### src/rtl/program_loader.sv
// program_loader: turns a UART byte stream (32-bit LE word count, then payload words)
// into word-aligned program-memory writes, holding busy until the image is complete.
module program_loader #(
  parameter int ADDR_WIDTH = 15
) (
  input  logic                  clk,
  input  logic                  reset,
  input  logic                  start,
  input  logic [7:0]            rx_data,
  input  logic                  rx_valid,
  output logic                  wr_en,
  output logic [ADDR_WIDTH-1:0] wr_addr,
  output logic [31:0]           wr_data,
  output logic                  busy,
  output logic                  done,
  output logic                  error
);
  localparam int W = ADDR_WIDTH - 2;
  localparam logic [32:0] CAP = 33'd1 << W;
  localparam logic [W:0] ONE = 1;
  typedef enum logic [1:0] {S_HEADER, S_PAYLOAD, S_DONE, S_ERROR} state_t;
  state_t                r_state;
  logic [1:0]            r_bidx;
  logic [W:0]            r_widx;
  logic [31:0]           r_count;
  logic [23:0]           r_buf;
  logic                  r_wr_en;
  logic [ADDR_WIDTH-1:0] r_wr_addr;
  logic [31:0]           r_wr_data;
  logic                  r_busy;
  logic                  r_done;
  logic                  r_error;
  logic [31:0]           w_word;
  logic                  w_take;
  logic                  w_last_byte;
  logic                  w_last_word;
  // Bytes shift in from the top, so after three bytes r_buf holds lanes 2..0 in place.
  assign w_word      = {rx_data, r_buf};
  assign w_take      = rx_valid && (r_state == S_HEADER || r_state == S_PAYLOAD);
  assign w_last_byte = r_bidx == 2'd3;
  assign w_last_word = 32'(r_widx) + 32'd1 == r_count;
  assign wr_en   = r_wr_en;
  assign wr_addr = r_wr_addr;
  assign wr_data = r_wr_data;
  assign busy    = r_busy;
  assign done    = r_done;
  assign error   = r_error;
  always_ff @(posedge clk or posedge reset) begin
    if (reset) begin
      r_state   <= S_HEADER;
      r_bidx    <= '0;
      r_widx    <= '0;
      r_count   <= '0;
      r_buf     <= '0;
      r_wr_en   <= 1'b0;
      r_wr_addr <= '0;
      r_wr_data <= '0;
      r_busy    <= 1'b1;
      r_done    <= 1'b0;
      r_error   <= 1'b0;
    end else if (start) begin
      r_state <= S_HEADER;
      r_bidx  <= '0;
      r_widx  <= '0;
      r_count <= '0;
      r_wr_en <= 1'b0;
      r_busy  <= 1'b1;
      r_done  <= 1'b0;
      r_error <= 1'b0;
    end else begin
      r_wr_en <= 1'b0;
      if (w_take) begin
        r_buf  <= w_word[31:8];
        r_bidx <= r_bidx + 2'd1;
        if (w_last_byte && r_state == S_HEADER) begin
          r_count <= w_word;
          r_widx  <= '0;
          if (w_word == 32'd0) begin
            r_state <= S_DONE;
            r_busy  <= 1'b0;
            r_done  <= 1'b1;
          end else if ({1'b0, w_word} > CAP) begin
            r_state <= S_ERROR;
            r_busy  <= 1'b0;
            r_error <= 1'b1;
          end else begin
            r_state <= S_PAYLOAD;
          end
        end else if (w_last_byte) begin
          r_wr_en   <= 1'b1;
          r_wr_addr <= {r_widx[W-1:0], 2'b00};
          r_wr_data <= w_word;
          r_widx    <= r_widx + ONE;
          if (w_last_word) begin
            r_state <= S_DONE;
            r_busy  <= 1'b0;
            r_done  <= 1'b1;
          end
        end
      end
    end
  end
endmodule

### config.mk
export PLATFORM = sky130hd
export DESIGN_NAME = program_loader
export DESIGN_NICKNAME = d
export VERILOG_FILES = /design/src/rtl/program_loader.sv
export SDC_FILE = /design/constraint.sdc
export NUM_CORES = 1
export LEC_CHECK = 0
export CAP_MARGIN = 30
export CORE_UTILIZATION = 46
export CTS_CLUSTER_SIZE = 24
export DETAILED_ROUTE_END_ITERATION = 7
export PLACE_DENSITY = 0.69
export SYNTH_ARGS = -nofsm -noshare
export SYNTH_HDL_FRONTEND = slang
export SYNTH_SLANG_ARGS = --single-unit
### constraint.sdc
create_clock -name clk -period 8.9 [get_ports clk]
set_clock_uncertainty 0.2 [all_clocks]
set_input_delay 1.335 -clock clk [delete_from_list [all_inputs] [get_ports clk]]
set_output_delay 1.335 -clock clk [all_outputs]
set_load 0.03 [all_outputs]
Yosys cells after proc, flatten, opt, wreduce, memory -nomap -nowiden:

Index checks and enable logic that the tools add are counted.

* flip-flop bits (word level): 123
* latch bits: 0
* bits in writable memories: 0
* ROM bits: 0
* input bits: 12
* word-level logic and storage cells: 79
* memories kept: 0

* add/subtract/negate cells: 3
* multipliers: 0
* div/mod/pow operators: 0
* order comparisons: 1
* equal/unequal tests: 6
* shift operators: 0
* muxes and demuxes: 38
* bitwise gates (word level): 2
* reduce and logical (&&, ||, !) cells: 18

Operator list (number)
* $mux 32: 3
* $mux 14: 4
* $eq 15x32->1: 1
* $gt 32x14->1 const B: 1
* $logic_not 32->1: 1
* $mux 1: 22
* $mux 2: 9
* $reduce_and 4->1: 4
* $add 14x1->15 const B: 1
* $add 14x1->14 const B: 1
* $reduce_and 2->1: 3
* $reduce_bool 2->1: 3
* $reduce_bool 3->1: 2
* $ne 4x2->1 const B: 1
* $ne 3x2->1 const B: 1
* $reduce_and 3->1: 1
* $add 2x1->2 const B: 1
* $eq 2x1->1 const B: 1
* $eq 2x2->1 const B: 1
* $logic_and 1x1->1: 2
* $logic_not 2->1: 1
* $ne 2x2->1 const B: 1
* $not 1->1: 2
* $logic_or 1x1->1: 1

Depth between registers and ports, before layout:

* word-level depth: 7
* mapped depth: 9
* depth with buffers taken out: 8

Worst setup path after synthesis:

OpenSTA, ideal clock, no wires.

* kind: input-to-reg
* start point: input rx_valid
* end point: register r_wr_addr[6] (netlist: wr_addr[6])
* library setup time: 0.066 ns
* arrival time: 3.030 ns
* setup slack: 5.604 ns
* cell stages on the path: 8
* buffers on the path: 2
* cell sequence: inv_1 -> nor3_1 -> o211ai_1 -> inv_1 -> clkbuf_1 -> clkbuf_1 -> nand2_1 -> nand2_1

* cells in the longest elaborated chain, start to end: 2

RTL lines
* from (decl): line 10 `input logic rx_valid,`
* $logic_and 1x1->1: line 39 `assign w_take = rx_valid && (r_state == S_HEADER || r_state == S_PAYLOAD);`
* $reduce_and 4->1 (no source line)
* to (signal assigned): line 91 `r_wr_addr <= {r_widx[W-1:0], 2'b00};`
* to (decl): line 28 `logic [ADDR_WIDTH-1:0] r_wr_addr;`

No other way between the ends.
A chain may end at the register's enable or synchronous reset.

Worst setup path in the final report:

* start point: input start
* end point: register r_wr_data[13] (netlist: wr_data[13])

* cells in the longest elaborated chain, start to end: 2

RTL lines
* from (decl): line 8 `input logic start,`
* $not 1->1 (no source line)
* $reduce_and 4->1 (no source line)
* to (signal assigned): line 92 `r_wr_data <= w_word;`
* to (decl): line 29 `logic [31:0] r_wr_data;`

No other way between the ends.

==> flow_results.org <==
** Clocking
- TritonCTS built the clock tree.
- The tree is rooted in a clkbuf_16.
- After clock tree synthesis, the clock-pin slew on the worst setup and hold paths is 0.05 ns.
- Once the clock tree was built, the setup fixing pass inserted 0 buffers.
- The clock passes through at most 2 buffers.
- Counting the buffers created by CTS gives 17.
- Count of instances resized after the clock tree is built :: 0
- In this run, post-CTS hold repair placed 0 buffers.
- H-Tree Level Count :: 4
- At the later pin of the worst-skew pair, clock insertion delay measures 0.41 ns.
- Clk sinks :: 123

** Layout
- Diodes inserted :: 0
- Of the cells placed in the final design, the portion with a size suffix greater than 1 is 13.2%.
- Fraction of the core area covered by cells at the end of the flow :: 58.7%
- Synthesis-to-finish area growth :: 23.9%
- Filler instances :: 965
- The final layout contains 586 nets.
- The finished cells cover 0.00673 sq mm.

** Logic synthesis
- Of all flip-flops after synthesis, the portion carrying an async set or reset was 100%.
- By instance count, the leading cell after synthesis is nand2_1.
- Syn Std Cell Area :: 0.00543 sq mm
- EDFF count, synth :: 0
- Avg Inst Size Synth :: 10.4 sq um
- Yosys reg bits :: 123
- Portion of the post-synthesis area used by sequential elements :: 56.7%
- For this run, the number of Yosys warnings is 0.
- Prevailing post-synth register cell :: dfrtp_1
- The top cell type by area accounts for 56.2% of the synthesized area.
- By count the netlist is led by nand2_1 (152), dfrtp_1 (122), a22o_1 (33), clkbuf_1 (25), mux2_2 (24).
- Synth area leaders :: dfrtp_1 (56%), nand2_1 (11%), a22o_1 (5.3%)
- In this run, distinct cell masters in the synthesized netlist total 55.
- Cells after Synth :: 520
- dfrtp_1 takes more of the synthesized area than any other cell.

** Die
- Die X :: 111 um
- The floorplan has 39 rows.
- In this run the count of I/O pins placed on the die edge is 63.
- Die height :: 111 um
- For this configuration, the core starts out at a cell density of 47.4%.
- Total die area :: 0.0122 sq mm
- The floorplan step defined a core boundary enclosing 0.0115 sq mm.

** STA
- Setup violations remaining at the end of the flow were counted as 0.
- Slew headroom :: 43.4%
- Final hold violations :: 0
- For the pin with the worst max-slew slack, the measured transition is 0.849 ns.
- Post-route fraction of the period consumed by the critical path :: 42.9%
- The max-slew violation total from the final report is 0.
- For this run, the top clock speed supported by timing is 262 MHz.
- Setup repair after global routing left no endpoint under its margin.
- The tightest hold path in the finished design has a slack of 0.272 ns.
- Post-Route Setup TNS :: 0 ns
- Min cycle time layout :: 3.81 ns

** Outcome
- The flow ran to the end, and the final reports show no timing, DRC or antenna violations.

** Routing
- In this run, the number of DRC markers left after iteration 0 of detailed routing was 254.
- After detailed routing, the average wire length per cell comes to 16.8 um.
- For this run, design rule violations remaining after detail routing come to 0.
- Routed wire length :: 12200 um
- In this run the remaining antenna-violating nets after routing total 0.
- Before antenna repair, the detailed router went through 5 iterations.
- Drt via density :: 5.50
- Total vias in the final route :: 4007

** Setup path
- The worst setup path is captured at a register.
- Data arrival at the endpoint of the critical path :: 3.96 ns
- Required time worst endpoint :: 9.04 ns
- The number of cells on the worst reg-to-reg path is 8.
- Category of the critical setup timing path :: input port to register
- Maximum net fanout on the critical path :: 33
- The worst setup path is launched from an input port.

** Worst hold path
- Counting instances, the worst hold path has a depth of 2.
- Worst Hold Class :: register to register

** GRT
- Global Route Usage Sum :: 21.0%
- Largest net degree at the start of global routing :: 71
- Vias in the first global route :: 3948
- Number of antenna violations at the first check in global routing :: 0
- Summed over all layers, the global routing overflow is 0.
- The first global-routing pass estimated 20400 um of wire.

** Pwr
- VDD IR max :: 0.000124 V
- Power per Cell Area :: 215 mW/mm^2
- The analysis attributes to cell leakage a power of 3.15 nW.
- Overall power consumption after layout is estimated at 1.44 mW.

** Flow run
- The tool flagged a number of max-cap violations equal to 0.

** Placement
- At the end of routability-driven placement, the weighted congestion stood at 0.842.
- Port Buffers :: 60
- Summed over all nets, the half-perimeter wirelength after detailed placement is 7790 um.
- Cell area reported after detailed placement :: 0.00611 sq mm
## layer usage
layer,vias to the layer above,routed length (um),global-route usage (%)
li1,1900,-,-
met5,-,0,0
met3,19,428,4.70
met4,0,230,8.00
met2,82,5840,33.0
met1,2006,5700,28.6
## worst max-delay path, stage by stage
cell and delay [ns]:
clkdlybuf4s50_1 0.65, nor3_2 0.25, buf_4 0.35, o211ai_1 0.16, inv_1 0.58, buf_4 0.44
nand2_1 0.10, nand2_1 0.07
## power breakdown
| part | total (mW) | leakage, nW | internal, mW | switching (mW) |
|---|---|---|---|---|
| sequential | 0.643 | 1.66 | 0.593 | 0.0501 |
| clock | 0.714 | 0.294 | 0.469 | 0.245 |
| combinational | 0.0865 | 1.20 | 0.0434 | 0.0431 |
| total | 1.44 | 3.15 | 1.11 | 0.338 |
## cell usage in the layout, fill, tap and decap left out, types with 3 or more instances in the layout
cell type and count:
clkdlybuf4s50_1 60, o31a_1 3, and3_1 4, dfrtp_1 122, nor4_1 13, nand2_1 152
a31oi_1 5, nand3_1 7, clkinvlp_4 4, clkbuf_8 4, a21oi_1 6, o21ai_0 20
nor3_1 4, clkbuf_16 17, inv_1 5, xnor2_1 15, mux2i_1 4, xor2_1 6
nand4_1 4, a22o_1 33, o31ai_1 5, mux2_2 24, nor2_1 16, buf_4 7
a21o_1 3, bufinv_16 3
## worst paths after layout
path | start | end | slack [ns]
setup / recovery | start | wr_data[13]$_DFFE_PP0P_ | 5.09
hold / removal | wr_addr[4]$_DFFE_PP0P_ | wr_addr[4]$_DFFE_PP0P_ | 0.27
setup reg to reg | r_widx[0]$_DFFE_PP0P_ | r_state[0]$_DFFE_PP0P_ | 5.99
hold reg to reg | wr_addr[4]$_DFFE_PP0P_ | wr_addr[4]$_DFFE_PP0P_ | 0.27
max in group asynchronous | reset | r_count[5]$_DFFE_PP0P_ | 6.00
min in group asynchronous | reset | wr_addr[9]$_DFFE_PP0P_ | 1.20
## kinds of logic after synthesis
group / count (synthesis) / share of synthesized area (%)
buf+inv: 41 / 3.50
other cells: 1 / 0.0691
xor+xnor: 21 / 3.39
simple gates: 220 / 18.6
flops: 123 / 56.7
fa+ha+maj: 2 / 0.461
mux: 29 / 5.99
compound gates: 83 / 11.3
## layout make-up
cell class	count	area [sq um]	share of cell area (%)
Clock buffer	22	484	7.20
Clock inverter	10	139	2.06
Inverter	6	25.0	0.372
Multi-Input combinational cell	357	2170	32.2
Sequential cell	123	3080	45.8
Tap cell	143	179	2.66
Timing Repair Buffer	67	653	9.71
## metrics by stage
stage          cells  worst slack (ns)
6_report         728              5.09
5_1_grt          728              4.87
3_5_place_dp     696              4.61
3_3_place_gp     696              4.70
2_1_floorplan    521              4.10
4_1_cts          728              5.07
## registers in the layout, summed over array words and instances, names as in the netlist
name / flops
r_count: 32
wr_data: 32
r_buf: 24
r_widx: 14
wr_addr: 13
r_bidx: 2
r_state: 2
busy: 1
done: 1
error: 1
wr_en: 1
(Power assumes the default switching activity.)
